$ cat config.mk
export PLATFORM = sky130hd
export DESIGN_NAME = scan_mux
export DESIGN_NICKNAME = d
export VERILOG_FILES = /design/src/rtl/scan_mux.sv
export SDC_FILE = /design/constraint.sdc
export NUM_CORES = 1
export LEC_CHECK = 0
export BUFFER_PORTS_ARGS = -buffer_cell sky130_fd_sc_hd__buf_2
export CAP_MARGIN = 20
export CORE_UTILIZATION = 56
export DETAILED_ROUTE_END_ITERATION = 8
export PLACE_DENSITY = 0.86
export SLEW_MARGIN = 20
export SYNTH_ARGS = -nofsm -noshare
export SYNTH_HDL_FRONTEND = slang
export SYNTH_SLANG_ARGS = --single-unit
$ cat constraint.sdc
create_clock -name CLK -period 5.4 [get_ports CLK]
set_input_delay 0.81 -clock CLK [delete_from_list [all_inputs] [get_ports CLK]]
set_output_delay 0.81 -clock CLK [all_outputs]
set_load 0.02 [all_outputs]
$ cat src/rtl/scan_mux.sv
`default_nettype none
// ============================================================================
// Module      : scan_mux
// Description : Channel multiplexer with manual select or auto round-robin
//               scan. A prescaler paces the scan. Data, index and one-hot
//               channel enable are registered.
//               Optional feature: define SCAN_MUX_BLANK_EN to force CH_EN low
//               for BLANK_CYC cycles after every index change.
// Revision    : 1.0 - initial release
// ============================================================================
module scan_mux #(
  parameter int WIDTH     = 5,
  parameter int CHANNELS  = 4,
  parameter int DIV       = 100000,
  parameter int BLANK_CYC = 2,
  localparam int SEL_W    = (CHANNELS > 2) ? $clog2(CHANNELS) : 1
) (
  input  logic                      CLK,
  input  logic                      RESET,
  input  logic                      MODE,
  input  logic [SEL_W-1:0]          CONTROL,
  input  logic [CHANNELS*WIDTH-1:0] IN,
  output logic [WIDTH-1:0]          OUT,
  output logic [SEL_W-1:0]          SEL_OUT,
  output logic [CHANNELS-1:0]       CH_EN,
  output logic                      WRAP
);

  // Dead-time length; zero removes the blanking logic entirely.
`ifdef SCAN_MUX_BLANK_EN
  localparam int BLANK_LEN = BLANK_CYC;
`else
  localparam int BLANK_LEN = 0 * BLANK_CYC;
`endif

  localparam int               CNT_W    = $clog2(DIV);
  localparam logic [CNT_W-1:0] CNT_LAST = CNT_W'(DIV - 1);
  localparam logic [SEL_W-1:0] SEL_LAST = SEL_W'(CHANNELS - 1);

  logic [CNT_W-1:0]    cnt_q, cnt_d;
  logic [SEL_W-1:0]    sel_q, sel_d;
  logic [WIDTH-1:0]    out_q, out_d;
  logic [CHANNELS-1:0] ch_en_q, ch_en_d;
  logic                wrap_q, wrap_d;
  logic                w_tick;
  logic                w_cur_valid;
  logic [CHANNELS-1:0] w_onehot;

  // Prescaler, next index and data/enable decode of the next index.
  always_comb begin
    w_tick = (cnt_q == CNT_LAST);
    cnt_d  = w_tick ? '0 : cnt_q + CNT_W'(1);

    // An index can be out of range only after a manual CONTROL >= CHANNELS.
    w_cur_valid = 1'b0;
    for (int k = 0; k < CHANNELS; k++) begin
      if (sel_q == SEL_W'(k)) w_cur_valid = 1'b1;
    end

    sel_d  = sel_q;
    wrap_d = 1'b0;
    if (!MODE) begin
      sel_d = CONTROL;
    end else if (w_tick) begin
      if (!w_cur_valid) begin
        // Recover into the scan without claiming a wrap.
        sel_d = '0;
      end else if (sel_q == SEL_LAST) begin
        sel_d  = '0;
        wrap_d = 1'b1;
      end else begin
        sel_d = sel_q + SEL_W'(1);
      end
    end

    // Out-of-range indices match no channel: data and enable stay zero.
    out_d    = '0;
    w_onehot = '0;
    for (int k = 0; k < CHANNELS; k++) begin
      if (sel_d == SEL_W'(k)) begin
        out_d       = IN[k*WIDTH +: WIDTH];
        w_onehot[k] = 1'b1;
      end
    end
  end

  generate
    if (BLANK_LEN > 0) begin : g_blank
      localparam int BLK_W = $clog2(BLANK_LEN + 1);
      logic [BLK_W-1:0] blank_q, blank_d;
      logic             w_change;

      // Dead-time counter: the change edge itself is the first blank cycle,
      // and any further change restarts the window.
      always_comb begin
        w_change = (sel_d != sel_q);
        if (w_change) begin
          blank_d = BLK_W'(BLANK_LEN - 1);
        end else if (blank_q != '0) begin
          blank_d = blank_q - BLK_W'(1);
        end else begin
          blank_d = '0;
        end
        ch_en_d = (w_change || (blank_q != '0)) ? '0 : w_onehot;
      end

      // Blank counter register; reset clears any pending dead time.
      always_ff @(posedge CLK) begin
        if (RESET) blank_q <= '0;
        else       blank_q <= blank_d;
      end
    end else begin : g_no_blank
      // Enable follows the new index immediately.
      always_comb begin
        ch_en_d = w_onehot;
      end
    end
  endgenerate

  // State and output registers.
  always_ff @(posedge CLK) begin
    if (RESET) begin
      cnt_q   <= '0;
      sel_q   <= '0;
      out_q   <= '0;
      ch_en_q <= '0;
      wrap_q  <= 1'b0;
    end else begin
      cnt_q   <= cnt_d;
      sel_q   <= sel_d;
      out_q   <= out_d;
      ch_en_q <= ch_en_d;
      wrap_q  <= wrap_d;
    end
  end

  assign OUT     = out_q;
  assign SEL_OUT = sel_q;
  assign CH_EN   = ch_en_q;
  assign WRAP    = wrap_q;

endmodule
`default_nettype wire

==> impl_metrics.py <==
metrics = {
    "layout": {
        "syn_to_final_growth_pct": 17.4,
        "stdcell_count": 247,
        "fill_cells": 219,
        "nets": 244,
        "diodes": 0,
        "drive_gt1_share_pct": 21.2,
    },
    "power_and_ir_drop": {
        "peakVddDrop_mv": 0.215,
        "p_per_area_nw_per_um2": 245,
        "p_leak_nw": 0.742,
    },
    "placed_design": {
        "gp_congestion": 0.903,
        "io_buffers": 36,
        "dpl.cell_count": 240,
        "place_hpwl_um": 2380,
        "dp_worst_setup_slack_ns": 2.58,
    },
    "run_status": {
        "status": "finished clean",
    },
    "cts": {
        "cts_buffer_depth": 2,
        "postCtsResizedCells": 0,
        "cts_tree": "done",
        "clock-sinks": 29,
        "holdBufCountCts": 0,
        "cts_root_buffer": "clkbuf_4",
        "numCtsBuffers": 5,
        "cts-htree-levels": 2,
        "path_clk_slew_ns": 0.09,
        "insertion_delay_ns": 0.33,
        "post-cts-setup-buffers": 0,
    },
    "yosys": {
        "syn-cell-area_um2": 1460,
        "async_reset_ff_share_pct": 0,
        "synth_top_area_share_pct": 39.9,
        "ys_ff_latch": 29,
        "yosys.area.top_type": "dfxtp_1",
        "yosysWarnings": 0,
        "synth.avg_cell_area_um2": 8.08,
        "synthCells": 180,
        "ys_seq_area_share_pct": 39.9,
        "synth_common_cells": "dfxtp_1, nand2_1, nor2_1",
        "yosys-top-cells-area": "dfxtp_1, nand2_1, nor2_1, xor2_1, a22oi_1",
        "ys.flop_type": "dfxtp_1",
        "syn_nets": 207,
        "synth-edff-count": 0,
        "yosysUniqueCellTypes": 32,
        "yosysMostFrequentCell": "dfxtp_1",
    },
    "sta": {
        "setup_tns_ns": 0,
        "min_period_over_period_pct": 43.5,
        "slew_headroom_pct": 47.9,
        "finalHoldViolCount": 0,
        "worstMarginPinSlew_ns": 0.760,
        "fin_ws_ns": 3.05,
        "finalSetupViolations": 0,
        "slew_violations": 0,
        "rsz0062_at_grt": "false",
        "min_period_ns": 2.35,
        "clock.fmax_mhz": 426,
        "holdWs_ns": 0.476,
        "finClkSkew_ns": 0.00806,
    },
    "critical_path": {
        "cp-end-kind": "register",
        "crit_path_max_fanout": 14,
        "start_kind": "register",
        "worstPathCellList": "nor4bb_1 > and3_1 > mux2i_1 > a22oi_1 > o22ai_1",
        "required_ns": 5.66,
        "critPathSlowestCell": "mux2i_1",
        "critPathKind": "reg -> reg",
        "ff2ff_setup_slack_ns": 3.05,
        "cpPeakStageDelay_ns": 0.72,
        "rr_worst_depth": 5,
        "worstPathArrival_ns": 2.61,
    },
    "grt": {
        "grt_util_met3_pct": 6.61,
        "grt_max_degree": 16,
        "antenna_found_initial": 0,
        "use_met2_pct": 44.7,
        "first_global_vias": 1242,
        "overflow": 0,
        "track_usage_pct": 25.7,
        "grt_use_met1_pct": 28.2,
        "grt_first_pass_wirelength_um": 5220,
        "top_usage_layer": "met2",
    },
    "detailed_routing": {
        "vias": 1409,
        "drtIter0Drc": 19,
        "drtAntennaViolNets": 0,
        "vias_per_cell": 5.70,
        "drcViolationCount": 0,
        "dr.pass1.iters": 4,
        "routedWlPerCell_um": 13.1,
        "wirelength_um": 3240,
    },
    "die": {
        "dieArea_um2": 2810,
        "io-pin-count": 37,
        "die_w_um": 53.0,
        "row_count": 18,
        "core_area_um2": 2450,
        "initial_utilization_pct": 59.3,
        "die_h_um": 53.0,
    },
    "worst_hold_path": {
        "hold_path_class": "reg -> reg",
        "hold_depth": 1,
    },
    "flow_run": {
        "cap_viol_max_count": 0,
    },
}
==> worst paths after layout <==
path	start	end
hold reg to reg	cnt_q[0]$_SDFF_PP0_	cnt_q[0]$_SDFF_PP0_
setup reg to reg	cnt_q[4]$_SDFF_PP0_	OUT[3]$_SDFF_PP0_
hold / removal	cnt_q[0]$_SDFF_PP0_	cnt_q[0]$_SDFF_PP0_
setup / recovery	cnt_q[4]$_SDFF_PP0_	OUT[3]$_SDFF_PP0_
==> worst max-delay path: cells and delay by family (launching register included) <==
kind               cells  cell delay, ns
muxes                  1            0.72
DFF                    1            0.45
and+or+nand+nor        2            0.75
AOI/OAI and AO/OA      2            0.36
==> layout by cell type (no fill, tap or decap), types with 2 or more instances in the layout <==
cell	synthesis	routed
inv_1	2	2
nor4_1	2	2
dfxtp_1	29	29
a21oi_1	10	10
o21ai_0	2	2
nand2_1	23	23
nand4_1	5	5
xor2_1	9	9
clkbuf_4	0	5
a22oi_1	10	10
nand3_1	6	6
and2_1	12	12
o22ai_1	5	5
xnor2_1	6	6
ha_1	2	2
buf_2	2	36
nor3_1	8	8
nor2_1	21	21
and3_1	8	8
==> per-layer routing <==
metal / wire (um) / up-vias / share of wire [%]
li1: - / 704 / -
met3: 160 / 8 / 4.9
met1: 1420 / 658 / 44
met5: 0 / - / 0
met2: 1610 / 39 / 50
met4: 55 / 0 / 1.7
==> logic make-up (layout without fill, tap and decap cells) <==
group,after synthesis,after routing,share of synthesized area [%]
buffers and inverters,9,46,2.49
AND/OR/NAND/NOR,93,93,32.3
XOR/XNOR,15,15,9.03
multiplexers,2,2,1.72
AO/OA/AOI/OAI,30,30,12.8
adder cells (fa/ha/maj),2,2,1.72
flip-flops,29,29,39.9
==> registers in the layout, summed over array words and instances, names as in the netlist <==
register / flops
cnt_q: 17
OUT: 5
CH_EN: 4
SEL_OUT: 2
WRAP: 1
==> layout make-up <==
class                      instances  area (um^2)  share of cell area [%]
sequential                        29          581                    34.0
tap                               30         37.5                    2.20
timing repair buffer              36          180                    10.5
clock buffer                       7         55.1                    3.22
inverter                           3         11.3                   0.659
multi-input combinational        142          843                    49.4
==> power breakdown <==
part	switching (mW)	internal (mW)	total (mW)
clock	0.0722	0.0613	0.134
sequential	0.00375	0.222	0.226
combinational	0.0338	0.0261	0.0599
==> stage by stage <==
step                      instance area, um^2  power (mW)  utilization [%]
after global placement                   1650       0.288             67.1
after CTS                                1700       0.420             69.4
after global routing                     1710       0.438             69.6
final                                    1710       0.419             69.6
after floorplan                          1460       0.269                -
after detailed placement                 1650       0.290             67.1
No activity file was read; power rests on OpenSTA's default activity.
